$ cat config.mk
export PLATFORM = sky130hd
export DESIGN_NAME = div_iter_flat
export DESIGN_NICKNAME = d
export VERILOG_FILES = /design/src/rtl/div_iter_if.sv /design/src/rtl/div_iter.sv /design/src/flat_wrapper.sv
export SDC_FILE = /design/constraint.sdc
export NUM_CORES = 1
export LEC_CHECK = 0
export BUFFER_PORTS_ARGS = -buffer_cell sky130_fd_sc_hd__buf_2
export CORE_UTILIZATION = 30
export DETAILED_ROUTE_END_ITERATION = 16
export PLACE_DENSITY_LB_ADDON = 0.1
export SYNTH_ARGS = -nofsm -noshare
export SYNTH_HDL_FRONTEND = slang
export SYNTH_SLANG_ARGS = --single-unit
$ cat constraint.sdc
create_clock -name clk -period 6.14 [get_ports clk]
set_input_delay 0.307 -clock clk [delete_from_list [all_inputs] [get_ports clk]]
set_output_delay 0.307 -clock clk [all_outputs]
set_load 0.01 [all_outputs]
$ cat src/rtl/div_iter_if.sv
// rtl/div_iter_if.sv - EX-to-divider request/result bundle
interface div_iter_if;
  logic        signed_div_i;
  logic [31:0] opdata1_i;
  logic [31:0] opdata2_i;
  logic        start_i;
  logic        annul_i;
  logic [63:0] result_o;
  logic        ready_o;

  modport master (
    output signed_div_i, opdata1_i, opdata2_i, start_i, annul_i,
    input  result_o, ready_o
  );

  modport slave (
    input  signed_div_i, opdata1_i, opdata2_i, start_i, annul_i,
    output result_o, ready_o
  );
endinterface

$ cat src/rtl/div_iter.sv
// rtl/div_iter.sv - 32-step restoring divider returning {remainder, quotient}
module div_iter (
  input  logic       clk,
  input  logic       rst,
  div_iter_if.slave  bus
);

  typedef enum logic [1:0] {
    ST_FREE,
    ST_BYZERO,
    ST_ON,
    ST_END
  } state_t;

  state_t      state_q, state_d;
  logic [5:0]  cnt_q, cnt_d;
  logic        neg1_q, neg1_d;
  logic        neg2_q, neg2_d;
  logic [31:0] divisor_q, divisor_d;
  logic [64:0] work_q, work_d;
  logic [63:0] result_q, result_d;
  logic        ready_q, ready_d;

  logic [32:0] diff;
  logic [31:0] quo_raw;
  logic [31:0] rem_raw;
  logic [31:0] quo_fix;
  logic [31:0] rem_fix;
  logic [31:0] dividend_abs;
  logic [31:0] divisor_abs;
  logic        op_neg1;
  logic        op_neg2;

  assign op_neg1      = bus.signed_div_i & bus.opdata1_i[31];
  assign op_neg2      = bus.signed_div_i & bus.opdata2_i[31];
  assign dividend_abs = op_neg1 ? (~bus.opdata1_i + 32'd1) : bus.opdata1_i;
  assign divisor_abs  = op_neg2 ? (~bus.opdata2_i + 32'd1) : bus.opdata2_i;

  // Trial subtraction; bit 32 set means the partial remainder is below the divisor.
  assign diff    = {1'b0, work_q[63:32]} - {1'b0, divisor_q};
  assign quo_raw = work_q[31:0];
  assign rem_raw = work_q[64:33];
  assign quo_fix = (neg1_q ^ neg2_q) ? (~quo_raw + 32'd1) : quo_raw;
  assign rem_fix = neg1_q ? (~rem_raw + 32'd1) : rem_raw;

  always_comb begin
    state_d   = state_q;
    cnt_d     = cnt_q;
    neg1_d    = neg1_q;
    neg2_d    = neg2_q;
    divisor_d = divisor_q;
    work_d    = work_q;
    result_d  = result_q;
    ready_d   = ready_q;

    case (state_q)
      ST_FREE: begin
        ready_d  = 1'b0;
        result_d = 64'd0;
        if (bus.start_i && !bus.annul_i) begin
          if (bus.opdata2_i == 32'd0) begin
            state_d = ST_BYZERO;
          end else begin
            state_d   = ST_ON;
            cnt_d     = 6'd0;
            neg1_d    = op_neg1;
            neg2_d    = op_neg2;
            divisor_d = divisor_abs;
            work_d    = {32'd0, dividend_abs, 1'b0};
          end
        end
      end

      ST_BYZERO: begin
        state_d  = ST_END;
        result_d = 64'd0;
        ready_d  = 1'b1;
      end

      ST_ON: begin
        if (bus.annul_i) begin
          state_d  = ST_FREE;
          cnt_d    = 6'd0;
          ready_d  = 1'b0;
          result_d = 64'd0;
        end else if (cnt_q < 6'd32) begin
          if (diff[32]) begin
            work_d = {work_q[63:0], 1'b0};
          end else begin
            work_d = {diff[31:0], work_q[31:0], 1'b1};
          end
          cnt_d = cnt_q + 6'd1;
        end else begin
          result_d = {rem_fix, quo_fix};
          ready_d  = 1'b1;
          state_d  = ST_END;
        end
      end

      ST_END: begin
        // Result is already committed to EX, so annul has no say here.
        if (!bus.start_i) begin
          state_d  = ST_FREE;
          ready_d  = 1'b0;
          result_d = 64'd0;
        end
      end

      default: begin
        state_d = ST_FREE;
      end
    endcase
  end

  always_ff @(posedge clk or posedge rst) begin
    if (rst) begin
      state_q   <= ST_FREE;
      cnt_q     <= 6'd0;
      neg1_q    <= 1'b0;
      neg2_q    <= 1'b0;
      divisor_q <= 32'd0;
      work_q    <= 65'd0;
      result_q  <= 64'd0;
      ready_q   <= 1'b0;
    end else begin
      state_q   <= state_d;
      cnt_q     <= cnt_d;
      neg1_q    <= neg1_d;
      neg2_q    <= neg2_d;
      divisor_q <= divisor_d;
      work_q    <= work_d;
      result_q  <= result_d;
      ready_q   <= ready_d;
    end
  end

  assign bus.result_o = result_q;
  assign bus.ready_o  = ready_q;

endmodule
$ cat src/flat_wrapper.sv
// flat-port wrapper written by rule: the top's interface ports become plain ports
module div_iter_flat 
  (clk, rst, bus_signed_div_i, bus_opdata1_i, bus_opdata2_i, bus_start_i, bus_annul_i, bus_result_o, bus_ready_o);
  div_iter_if bus_i ();
  input  logic clk;
  input  logic rst;
  input wire logic [$bits(bus_i.signed_div_i)-1:0] bus_signed_div_i;
  input wire logic [$bits(bus_i.opdata1_i)-1:0] bus_opdata1_i;
  input wire logic [$bits(bus_i.opdata2_i)-1:0] bus_opdata2_i;
  input wire logic [$bits(bus_i.start_i)-1:0] bus_start_i;
  input wire logic [$bits(bus_i.annul_i)-1:0] bus_annul_i;
  output wire logic [$bits(bus_i.result_o)-1:0] bus_result_o;
  output wire logic [$bits(bus_i.ready_o)-1:0] bus_ready_o;
  assign bus_i.signed_div_i = bus_signed_div_i;
  assign bus_i.opdata1_i = bus_opdata1_i;
  assign bus_i.opdata2_i = bus_opdata2_i;
  assign bus_i.start_i = bus_start_i;
  assign bus_i.annul_i = bus_annul_i;
  assign bus_result_o = bus_i.result_o;
  assign bus_ready_o = bus_i.ready_o;
  div_iter u_core (.clk(clk), .rst(rst), .bus(bus_i));
endmodule
### Word level (Yosys, flattened, before mapping)

Cells that the tools add are included.

* add/subtract/negate cells: 6
* $lt $le $gt $ge: 1
* equality and inequality tests: 10
* muxes and demuxes: 29
* bitwise gates (word level): 8
* reductions and logical operators: 11

Operators by type and width (number)
* 65-bit 2-to-1 mux: 5
* 64-bit 2-to-1 mux: 3
* 64-bit one-hot mux with 3 select lines: 1
* 65-bit one-hot mux with 2 select lines: 1
* 32-bit by 1-bit adder with 32-bit output (second input constant): 4
* 32-bit 2-to-1 mux: 4
* 32-bit NOT: 4
* 32-bit by 32-bit subtractor with 33-bit output: 1
* 32-bit zero test: 1
* 6-bit 2-to-1 mux: 4
* 6-bit one-hot mux with 2 select lines: 1
* 2-bit 2-to-1 mux: 5
* 2-bit one-hot mux with 4 select lines: 1
* 6-bit by 1-bit adder with 6-bit output (second input constant): 1
* 6-bit less-than comparator (second input constant): 1
* 2-bit != test (second input constant): 3
* 3-bit AND reduction: 2
* 5-bit AND reduction: 1
* 2-bit == test (second input constant): 2
* 2-bit by 1-bit != test with 1-bit output (second input constant): 2
* 1-bit one-hot mux with 4 select lines: 1
* 4-bit AND reduction: 1
* 1-bit 2-to-1 mux: 3
* 3-bit by 2-bit != test with 1-bit output (second input constant): 1
* 11 further kinds: 12

* bits in registers: 172
* input port bits: 69
* output and inout port bits: 65
* logic and storage cells: 73

### Longest topological paths before layout

Gate-level depths: netlist of run 1.

* depth after elaboration: 6
* depth in mapped cells: 14
* mapped depth without buffers: 12

### Worst setup path after synthesis of run 1

Ideal clock, no wire load.

* kind: register to register
* start: reg u_core.work_q[36]
* end: reg u_core.work_q[36]
* library setup time: 0.069 ns
* arrival: 2.976 ns
* required time: 6.071 ns
* setup slack: 3.096 ns
* stages on the path, launching flop included: 13
* path buffers: 2
* period minus slack after synthesis: 3.044 ns
* cell sequence: dfrtp_1 -> ha_1 -> a21oi_1 -> nor2b_1 -> a2111oi_0 -> o31ai_1 -> o21ai_1 -> a21o_1 -> a211oi_1 -> clkbuf_1 -> buf_2 -> nand3_1 -> nand3_1

* word-level cells in the longest chain between the ends: 5

Ends and longest elaborated chain
* start: declaration: RTL line div_iter.sv:20 `logic [64:0] work_q, work_d;`
* start signal: assignment: RTL line div_iter.sv:131 `work_q <= work_d;`
* 32-bit by 32-bit subtractor with 33-bit output: RTL line div_iter.sv:40 `assign diff = {1'b0, work_q[63:32]} - {1'b0, divisor_q};`
* 65-bit 2-to-1 mux: RTL line div_iter.sv:87 `if (diff[32]) begin`
* 65-bit 2-to-1 mux: RTL line div_iter.sv:86 `end else if (cnt_q < 6'd32) begin`
* 65-bit 2-to-1 mux: RTL line div_iter.sv:81 `if (bus.annul_i) begin`
* 65-bit one-hot mux with 2 select lines: RTL line div_iter.sv:56 `case (state_q)`

No other way between the ends. The select of a mux whose other input is x is not followed.
A chain may end at the register's enable or synchronous reset.

### Worst setup path in the final report of run 1

* start: reg u_core.work_q[33]
* end: reg u_core.work_q[64]

Same word-level chain as after synthesis.

==> key figures, run 1 <==
Run status
  • Status: finished clean

GRT
  • First-pass GRT wire length: 53.2 mm
  • Vias in the first global route: 9245
  • Total grt overflow: 0
  • Initial antenna violation count: 1
  • Largest net degree at the start of global routing: 98
  • All-layer global routing usage: 17.9%

Timing
  • Endpoints failing setup: 0
  • Least-Margin Pin Slew: 1080 ps
  • Final Critical Period: 3740 ps
  • Slew HR: 27.9%
  • Fmax: 267 MHz
  • Post-route setup TNS: 0 ps
  • RSZ-0062 raised after global routing: no
  • Final period utilization: 60.9%
  • Worst Slack Setup Final: 2400 ps
  • Final Max Slew Viols: 0
  • Final Hold Vio Count: 0
  • Worst Skew: 11.2 ps

Yosys
  • Mux cell area share after synthesis: 0.659%
  • Synth cell types: 66
  • Syn Area/Cell: 8.30 um2
  • FFs w/ async S/R, synth: 100%
  • XOR/XNOR Fraction of Synth Area: 11.3%
  • Synthesized flop and latch total: 172
  • Compound-cell area share of the yosys netlist: 20.6%
  • Synth area leader: dfrtp_1
  • Main combinational cell family by area after synthesis: compound AO/OA/AOI/OAI gates
  • Post-synth EDFFs: 0
  • Leading post-synthesis cells by cell area: dfrtp_1 (38%), o21ai_0 (7.5%), xor2_1 (7.2%)
  • Adder-Cell Fraction of Synth Area: 4.98%
  • Post-Syn Instances: 1349
  • Syn nets: 1462
  • Synth Flop Type: dfrtp_1
  • YS warnings: 0
  • Commonest cells post-synth: nand2_1 (207), dfrtp_1 (172), o21ai_0 (167)
  • Synth Area in Simple Gates: 19.2%
  • Top cell type's share of synthesized area: 38.4%
  • Most frequent cell after synthesis: nand2_1
  • Mapped Area: 11200 um2
  • Sequential-to-total area share from yosys stat: 38.4%

Hold path
  • Hold Path Class: in2async

Clock network
  • Clock root buffer: clkbuf_16
  • Clk_lat worst skew: 450 ps
  • # Post-CTS Setup Buffers: 0
  • Post-CTS Hold Buffers: 0
  • CTS Buf Count: 17
  • Worst-path clk slew: 70 ps
  • H-tree lvl count: 4
  • Clock Tree Buf Depth: 2
  • Cts repair resizes: 0
  • Clk sinks: 172
  • CTS tree: done

Drt
  • Routed WL: 33.2 mm
  • Iter 0 DRT Violations: 592
  • Vias per cell: 5.03
  • Routed Antenna Nets: 0
  • Routed len/inst: 17.2 um
  • Via Count: 9686
  • DR DRC count: 0
  • DRT Pass-1 Iters: 4

Setup path
  • Required @ worst endpoint: 6500 ps
  • CP Class: reg2reg
  • Worst R2R Setup Slack: 2400 ps
  • Reg2reg path depth: 11
  • Critical path peak fanout: 13
  • CP Capture Type: flip-flop
  • R2R Path Start: u_core.work_q[33]$_DFFE_PP0P_
  • Arrival time of the worst setup path: 4100 ps
  • R2r endpoint: u_core.work_q[64]$_DFFE_PP0P_
  • Startpoint types: flip-flop

Power and ir drop
  • Power share of the combinational group: 45.1%
  • Sequential share of power: 30.3%
  • Clock power frac: 24.6%
  • Leak: 5.83 nW
  • Max IR drop VDD: 166 uV
  • Net Sw Frac: 42.1%
  • Internal power: 3.06 mW
  • Pwr dens: 408 nW/um2
  • Design Power: 5.29 mW
  • Psw: 2.23 mW

Cells and area
  • Net count, final: 1558
  • Final core utilization: 35.3%
  • Number of diodes: 0
  • Post-Layout Cell Count: 1926
  • Fraction of layout cells with a size suffix above 1: 14.1%
  • Area added between synthesis and finish: 15.7%
  • FILL cells: 3886

Die
  • Site row count: 70
  • Core area: 36700 um2
  • Initial Utilization: 30.5%
  • Die area: 38100 um2
  • I/O pins: 134
  • Die Height: 195 um
  • Chip Width: 195 um

Placement
  • IO Port Bufs: 133
  • Inst Count DP: 1894
  • DP HPWL: 24.0 mm
  • Pre-CTS setup slack: 2340 ps
  • Global placer's final weighted congestion: 0.853

Job
  • # Max-Cap Violations: 0
[metal layers]
layer / part of all wire (%) / up-vias / wire length, um / GRT usage (%)
li1: - / 4928 / - / -
met1: 55 / 4581 / 18200 / 27.5
met2: 42 / 165 / 13900 / 26.2
met4: 0.64 / 0 / 213 / 3.47
met5: 0 / - / 0 / 0
met3: 2.8 / 12 / 936 / 2.63
[kinds of logic (layout without fill, tap and decap cells)]
logic type / count (synthesis) / after routing
AOI/OAI and AO/OA: 391 / 391
xor gates and xnor gates: 145 / 145
adders and majority gates: 44 / 44
buffers and inverters: 124 / 233
DFF: 172 / 172
muxes: 7 / 7
and+or+nand+nor: 466 / 466
[sequential cells by signal, indices dropped and copies added (netlist names)]
signal / count
u_core.divisor_q: 32
u_core.bus.ready_o: 1
u_core.work_q: 65
u_core.cnt_q: 6
u_core.bus.result_o: 64
u_core.neg2_q: 1
u_core.state_q: 2
u_core.neg1_q: 1
[worst max-delay path by stage]
stage / from / endpoint / slack (ps) / cells past startpoint
2_1_floorplan: rst / u_core.bus.ready_o$_DFFE_PP0P_ / 1170 / 1
3_3_place_gp: bus_opdata2_i[8] / u_core.work_q[32]$_DFFE_PP0P_ / 2370 / 11
3_5_place_dp: bus_opdata2_i[8] / u_core.cnt_q[4]$_DFFE_PP0P_ / 2340 / 10
4_1_cts: u_core.work_q[33]$_DFFE_PP0P_ / u_core.work_q[64]$_DFFE_PP0P_ / 2420 / 11
5_1_grt: u_core.work_q[33]$_DFFE_PP0P_ / u_core.work_q[64]$_DFFE_PP0P_ / 2120 / 11
6_report: u_core.work_q[33]$_DFFE_PP0P_ / u_core.work_q[64]$_DFFE_PP0P_ / 2400 / 11
[area by class of cell]
class	count	area (um2)	area share, %
clock buffer	17	425	3.28
inverter	54	208	1.60
clock inverter	15	268	2.07
tap	468	586	4.52
sequential	172	4300	33.2
multi-input combinational	1053	6390	49.4
timing repair buffer	147	771	5.95
[worst max-delay path: stages (launching register included)]
cell and delay (ps):
dfrtp_1 460, inv_1 140, fa_1 470, nor2b_1 160, o211ai_1 170, a2111oi_0 520
o31ai_1 180, o21ai_1 370, a21o_1 250, a211o_1 490, nand2_1 210, o21ai_0 230
[per-stage QoR]
stage | hold WS, ps | cell area, um2
detailed placement | 465 | 12300
CTS | 84.0 | 13000
global route | 121 | 13000
floorplan | 446 | 11200
finish | 57.8 | 13000
global placement | 457 | 12300
[power groups by stage]
stage	registers [mW]	clock network [mW]	logic [mW]
after floorplan	1.55	0	1.84
after global placement	1.62	0	2.41
after detailed placement	1.63	0	2.41
after CTS	1.60	1.34	2.42
after global routing	1.64	1.38	2.71
final	1.60	1.30	2.38
[layout by cell type, fill, tap and decap left out, types with 4 or more instances in the layout]
cell type | Yosys | final
bufinv_16 | 0 | 7
o211ai_1 | 5 | 5
ha_1 | 43 | 42
nand2_1 | 207 | 206
o311ai_0 | 15 | 15
o41ai_1 | 11 | 11
buf_4 | 1 | 14
and2_1 | 8 | 7
nor2_1 | 88 | 88
a21o_1 | 6 | 6
inv_1 | 54 | 53
o31ai_1 | 33 | 33
nor3_1 | 20 | 20
and3_1 | 7 | 7
buf_2 | 10 | 133
nor4_1 | 11 | 11
dfrtp_1 | 172 | 172
xnor2_1 | 53 | 53
nand3_1 | 62 | 61
clkbuf_16 | 0 | 17
xor2_1 | 92 | 92
or4_4 | 4 | 4
or4_1 | 8 | 8
o21ai_0 | 167 | 167
a21oi_1 | 107 | 107
a32oi_1 | 8 | 8
a31oi_1 | 6 | 6
nand2b_1 | 9 | 9
or3_1 | 12 | 12
mux2i_1 | 4 | 4
nor2b_1 | 12 | 12
Power figures use the tool's default switching activity.
==> run 2: changes to the inputs <==
--- a/config.mk
+++ b/config.mk
@@ -5,6 +5,7 @@
 export SDC_FILE = /design/constraint.sdc
 export NUM_CORES = 1
 export LEC_CHECK = 0
+export ABC_AREA = 1
 export BUFFER_PORTS_ARGS = -buffer_cell sky130_fd_sc_hd__buf_2
 export CORE_UTILIZATION = 30
 export DETAILED_ROUTE_END_ITERATION = 16
==> constraint.sdc (replaced) <==
create_clock -name clk -period 3 [get_ports clk]
set_input_delay 0.15 -clock clk [delete_from_list [all_inputs] [get_ports clk]]
set_output_delay 0.15 -clock clk [all_outputs]
set_load 0.01 [all_outputs]
==> key figures, run 2 <==
Drt
  • DRT Pass-1 Iters: 5
  • Via Count: 13100
  • Routed Antenna Nets: 0
  • Routed WL: 43.4 mm
  • Iter 0 DRT Violations: 899
  • Vias per cell: 4.67
  • DR DRC count: 0
  • Routed len/inst: 15.5 um

GRT
  • All-layer global routing usage: 19.9%
  • First-pass GRT wire length: 69.8 mm
  • Initial antenna violation count: 0
  • Vias in the first global route: 12600
  • Total grt overflow: 0
  • Largest net degree at the start of global routing: 70

Placement
  • DP HPWL: 34.6 mm
  • Inst Count DP: 2763
  • IO Port Bufs: 133
  • Global placer's final weighted congestion: 0.893

Setup path
  • Arrival time of the worst setup path: 2950 ps
  • Critical Path Most Common Cell: nand2_1
  • Startpoint types: flip-flop
  • Cell Chain, Critical Path: ha_1 -> nand2_1 -> inv_1 -> nand2_1 -> nand2_1 -> a21oi_2 -> nor2_1 -> nor2_4 -> nand2_8 -> inv_2 -> nand2_1 -> nand3_1 -> nand2_1
  • Slowest cell delay on critical path: 510 ps
  • Instance count on the critical path: 13
  • Buf/Inv on CP: 2
  • Required @ worst endpoint: 3350 ps
  • Reg2reg path depth: 13
  • Crit-path slowest cell: dfrtp_1
  • CP Capture Type: flip-flop
  • Cell family with most CP delay: simple AND/OR/NAND/NOR gates
  • CP Class: reg2reg
  • Worst R2R Setup Slack: 400 ps
  • Critical path peak fanout: 46

Yosys
  • Post-synth EDFFs: 0
  • Syn Area/Cell: 6.37 um2
  • Synth area leader: dfrtp_1
  • Most frequent cell after synthesis: nand2_1
  • Post-Syn Instances: 2083
  • Synth cell types: 48
  • Top cell type's share of synthesized area: 32.4%
  • Synth Flop Type: dfrtp_1
  • Sequential-to-total area share from yosys stat: 32.4%
  • Mapped Area: 13300 um2
  • Commonest cells post-synth: nand2_1 (704), inv_1 (299), nor2_1 (187)
  • Syn nets: 2196
  • Leading post-synthesis cells by cell area: dfrtp_1 (32%), nand2_1 (20%), inv_1 (8.5%)
  • FFs w/ async S/R, synth: 100%
  • YS warnings: 0
  • Synthesized flop and latch total: 172

Cells and area
  • Max FFs per register: 65
  • Area added between synthesis and finish: 14.5%
  • Fraction of layout cells with a size suffix above 1: 10.4%
  • Post-Layout Cell Count: 2797
  • Number of diodes: 0
  • Net count, final: 2312
  • Largest Register: u_core.work_q
  • Most frequent cells in the layout: nand2_1 (703), inv_1 (298), nor2_1 (187)
  • Commonest non-fill, non-tap cell in the layout: nand2_1
  • FILL cells: 4850

Timing
  • Fmax: 385 MHz
  • Final Critical Period: 2600 ps
  • RSZ-0062 raised after global routing: no
  • Final Max Slew Viols: 0
  • Worst Skew: 15.4 ps
  • Final Hold Vio Count: 0
  • Endpoints failing setup: 0
  • Post-route setup TNS: 0 ps
  • Final period utilization: 86.7%
  • Slew HR: 45.9%
  • Least-Margin Pin Slew: 810 ps

Clock network
  • Cts repair resizes: 0
  • Clk_lat worst skew: 460 ps
  • Clock root buffer: clkbuf_16
  • Post-CTS Hold Buffers: 2
  • CTS tree: done
  • H-tree lvl count: 4
  • CTS Buf Count: 17
  • Clk sinks: 172
  • Worst-path clk slew: 70 ps
  • Clock Tree Buf Depth: 2
  • # Post-CTS Setup Buffers: 0

Power and ir drop
  • Power share of the combinational group: 50.1%
  • Leak: 8.29 nW
  • Max IR drop VDD: 452 uV
  • Pwr dens: 727 nW/um2
  • Clock power frac: 20.8%
  • Psw: 5.35 mW
  • Internal power: 5.70 mW
  • Net Sw Frac: 48.4%
  • Sequential share of power: 29.1%

Job
  • # Max-Cap Violations: 0

Die
  • Chip Width: 212 um
  • Die Height: 212 um
  • I/O pins: 134
  • Core area: 43400 um2
  • Initial Utilization: 30.6%
  • Die area: 45100 um2
  • Site row count: 76

Run status
  • Status: finished clean

Hold path
  • Hold path depth: 3
  • Hold Path Class: in2reg
-- run 2: worst reg2reg max path, delay by kind of cell (launching register included) --
| kind | cells | cell delay [ps] |
|---|---|---|
| simple gates | 9 | 1060 |
| fa+ha+maj | 1 | 450 |
| compound gates | 1 | 160 |
| flops | 1 | 510 |
| buf+inv | 2 | 320 |
-- run 2: worst paths after layout --
kind	endpoint	startpoint
max	u_core.work_q[48]$_DFFE_PP0P_	u_core.work_q[54]$_DFFE_PP0P_
min	u_core.divisor_q[31]$_DFFE_PP0P_	bus_opdata2_i[31]
max reg2reg	u_core.work_q[48]$_DFFE_PP0P_	u_core.work_q[54]$_DFFE_PP0P_
min reg2reg	u_core.bus.result_o[50]$_DFFE_PP0P_	u_core.bus.result_o[50]$_DFFE_PP0P_
max in group asynchronous	u_core.divisor_q[25]$_DFFE_PP0P_	rst
min in group asynchronous	u_core.bus.result_o[25]$_DFFE_PP0P_	rst
-- run 2: cell type report --
| class | instances | area [um2] | area share, % |
|---|---|---|---|
| Inverter | 307 | 1160 | 7.61 |
| Sequential cell | 172 | 4300 | 28.3 |
| Clock buffer | 19 | 453 | 2.98 |
| Clock inverter | 13 | 146 | 0.964 |
| Tap cell | 585 | 732 | 4.82 |
| Timing Repair Buffer | 156 | 893 | 5.88 |
| Multi-Input combinational cell | 1545 | 7500 | 49.4 |
-- run 2: stage by stage --
step / utilization [%] / power (mW) / hold WS (ps) / worst slack, ps / instance area, um2
after global routing: 35.0 / 12.0 / 41.1 / 76.9 / 15200
after CTS: 35.0 / 11.1 / 11.4 / 381 / 15200
after floorplan: - / 7.25 / 297 / 653 / 13300
final: 35.0 / 11.0 / 27.7 / 400 / 15200
after global placement: 33.6 / 8.78 / 233 / 406 / 14600
after detailed placement: 33.6 / 8.76 / 229 / 393 / 14600
-- run 2: cell families (layout without fill, tap and decap cells) --
kind of cell / count (synthesis) / in the layout / share of synthesized area (%)
simple gates: 1168 / 1168 / 37.3
buf+inv: 366 / 495 / 11.0
compound gates: 287 / 287 / 12.0
flops: 172 / 172 / 32.4
xor+xnor: 46 / 46 / 3.04
fa+ha+maj: 44 / 44 / 4.21
-- run 2: power by group through the flow --
| stage | logic (mW) | clock network, mW | registers, mW |
|---|---|---|---|
| 2_1_floorplan | 4.12 | 0 | 3.13 |
| 3_3_place_gp | 5.54 | 0 | 3.25 |
| 3_5_place_dp | 5.51 | 0 | 3.25 |
| 4_1_cts | 5.55 | 2.37 | 3.21 |
| 5_1_grt | 6.29 | 2.45 | 3.28 |
| 6_report | 5.54 | 2.29 | 3.22 |
-- run 2: layer usage --
layer / vias up / wire (um) / global-route usage (%) / part of all wire [%]
met2: 263 / 17300 / 28.1 / 40
li1: 6872 / - / - / -
met4: 0 / 544 / 4.89 / 1.3
met3: 32 / 1680 / 2.64 / 3.9
met1: 5898 / 23800 / 31.2 / 55
met5: - / 0 / 0 / 0
==> run 3: changes to the inputs <==
--- a/config.mk
+++ b/config.mk
@@ -5,7 +5,6 @@
 export SDC_FILE = /design/constraint.sdc
 export NUM_CORES = 1
 export LEC_CHECK = 0
-export ABC_AREA = 1
 export BUFFER_PORTS_ARGS = -buffer_cell sky130_fd_sc_hd__buf_2
 export CORE_UTILIZATION = 30
 export DETAILED_ROUTE_END_ITERATION = 16
==> key figures, run 3 (synthesis gave the netlist of run 1 again) <==
Cells and area
  • FILL cells: 3769
  • Most frequent cells in the layout: nand2_1 (205), dfrtp_1 (168), o21ai_0 (158)
  • Max FFs per register: 65
  • Commonest non-fill, non-tap cell in the layout: nand2_1
  • Multi-input logic area: 6670 um2
  • Largest Register: u_core.work_q
  • Area added between synthesis and finish: 26.0%
  • FF/Latch Area: 4310 um2
  • Fraction of layout cells with a size suffix above 1: 22.7%
  • Net count, final: 1661
  • Number of diodes: 0
  • Post-Layout Cell Count: 2029

Power and ir drop
  • Max IR drop VDD: 402 uV
  • Leak: 6.45 nW
  • Pwr dens: 819 nW/um2

Timing
  • RSZ-0062 raised after global routing: yes
  • Final Max Slew Viols: 0
  • Worst Hold Slack: 33.8 ps
  • Slew HR: 47.5%
  • Endpoints failing setup: 2
  • Final Critical Period: 3050 ps
  • Worst Skew: 13.8 ps
  • Worst Slack Setup Final: -51.9 ps
  • Final Hold Vio Count: 0
  • Fmax: 328 MHz
  • Final period utilization: 102%
  • Least-Margin Pin Slew: 787 ps

Setup path
  • CP Capture Type: flip-flop
  • R2R Path Start: u_core.work_q[44]$_DFFE_PP0P_
  • R2r endpoint: u_core.bus.result_o[63]$_DFFE_PP0P_
  • Reg2reg path depth: 8
  • Startpoint types: flip-flop
  • Required @ worst endpoint: 3320 ps
  • Arrival time of the worst setup path: 3370 ps
  • Cell Chain, Critical Path: or4_4 -> or4_4 -> nand2b_4 -> or3_4 -> or4_4 -> o31ai_4 -> xor2_1 -> o21ai_1
  • Crit-path slowest cell: or4_4
  • Critical Path Most Common Cell: or4_4
  • Worst R2R Setup Slack: -50 ps
  • Critical path peak fanout: 3
  • CP Class: reg2reg
  • Slowest cell delay on critical path: 540 ps

Clock network
  • Worst-path clk slew: 80 ps
  • Clock Tree Buf Depth: 2
  • Clock root buffer: clkbuf_16
  • Clk_lat worst skew: 450 ps
  • CTS Buf Count: 17
  • CTS tree: done
  • H-tree lvl count: 4
  • Clk sinks: 172

Die
  • Core area: 36700 um2
  • Die Height: 195 um
  • Die area: 38100 um2
  • Initial Utilization: 30.5%
  • I/O pins: 134
  • Site row count: 70
  • Chip Width: 195 um

Hold path
  • Worst min-delay path startpoint: bus_opdata2_i[23]
  • Hold endpoint: u_core.divisor_q[23]$_DFFE_PP0P_
  • Hold path depth: 3
  • Hold Path Class: in2reg

Drt
  • Iter 0 DRT Violations: 508
  • Routed WL: 34.0 mm
  • Via Count: 10200
  • Routed Antenna Nets: 0
  • DRT Pass-1 Iters: 5
  • Routed len/inst: 16.7 um
  • Vias per cell: 5.02
  • DR DRC count: 0

Job
  • # Max-Cap Violations: 0

GRT
  • Largest net degree at the start of global routing: 74
  • Total grt overflow: 0
  • First-pass GRT wire length: 54.8 mm
  • All-layer global routing usage: 18.2%
  • Vias in the first global route: 9726
  • Initial antenna violation count: 1

Placement
  • Global placer's final weighted congestion: 0.839
  • IO Port Bufs: 133
  • Inst Count DP: 1982
  • DP HPWL: 25.4 mm

Run status
  • Failing checks: negative setup slack
  • Status: complete, but fails checks
## run 3: changes by cell type in the layout (fill, tap and decap cells not counted), moves of 24 or more
cell     delta
inv_1     -247
nand3_1   -121
xnor2_1    +36
o21ai_0    +44
o31ai_1    +24
buf_4      +82
nand2_1   -498
a21oi_1    +30
nor2_1    -100
o21ai_1    -33
xor2_1     +63
nand4_1    -24
## run 3: power breakdown
part / switching (mW) / leakage [nW] / total [mW] / internal (mW)
sequential: 0.456 / 2.27 / 3.26 / 2.80
combinational: 3.33 / 3.87 / 5.83 / 2.50
clock: 1.01 / 0.308 / 2.46 / 1.45
total: 4.80 / 6.45 / 11.6 / 6.75
## run 3: stage by stage
stage / worst slack [ps] / power [mW] / setup TNS, ps / instance area (um2) / util (%)
final: -51.9 / 11.6 / -76.6 / 14100 / 38.4
after global routing: -150 / 12.5 / -3320 / 14100 / 38.4
after CTS: -22.2 / 11.5 / -92.2 / 13800 / 37.7
after detailed placement: -236 / 8.79 / -4620 / 13000 / 35.5
after global placement: -97.8 / 8.76 / -1870 / 13000 / 35.5
after floorplan: 13.9 / 6.93 / 0 / 11200 / -
## run 3: critical path: cells and delay by family (launching register included)
kind	cells	cell delay, ps
xor+xnor	1	180
compound gates	2	320
simple gates	5	2030
flops	1	390
## run 3: cell type report
cell class | count | area share (%)
flip-flops and latches | 172 | 30.5
repair buffers | 250 | 12.0
clock buffers | 20 | 3.24
multi-input cells | 1053 | 47.3
well taps | 468 | 4.15
inverters | 54 | 1.46
clock inverters | 12 | 1.30
## run 3: routing by layer
| layer | global-route usage [%] | part of all wire [%] | vias to the layer above |
|---|---|---|---|
| li1 | - | - | 5153 |
| met1 | 28.2 | 54 | 4826 |
| met2 | 25.9 | 41 | 181 |
| met3 | 2.49 | 3.3 | 29 |
| met4 | 5.37 | 1.6 | 0 |
| met5 | 0 | 0 | - |
## run 3: timing repair
item | CTS | global route
pin swaps | 9 | 27
gates cloned | 1 | 1
setup endpoints to repair | 36 | 42
resized for setup | 42 | 48
hold endpoints to repair | 44 | 0
setup buffers | 3 | 8
hold buffers | 3 | 0
## run 3: how the worst max path moves through the flow
stage / endpoint / cells past startpoint / startpoint / slack, ps
2_1_floorplan: u_core.work_q[36]$_DFFE_PP0P_ / 12 / u_core.work_q[36]$_DFFE_PP0P_ / 10
3_3_place_gp: u_core.work_q[62]$_DFFE_PP0P_ / 13 / u_core.work_q[32]$_DFFE_PP0P_ / -100
3_5_place_dp: u_core.work_q[49]$_DFFE_PP0P_ / 12 / u_core.work_q[32]$_DFFE_PP0P_ / -240
4_1_cts: u_core.bus.result_o[63]$_DFFE_PP0P_ / 8 / u_core.work_q[44]$_DFFE_PP0P_ / -20
5_1_grt: u_core.work_q[55]$_DFFE_PP0P_ / 13 / u_core.work_q[32]$_DFFE_PP0P_ / -150
6_report: u_core.bus.result_o[63]$_DFFE_PP0P_ / 8 / u_core.work_q[44]$_DFFE_PP0P_ / -50
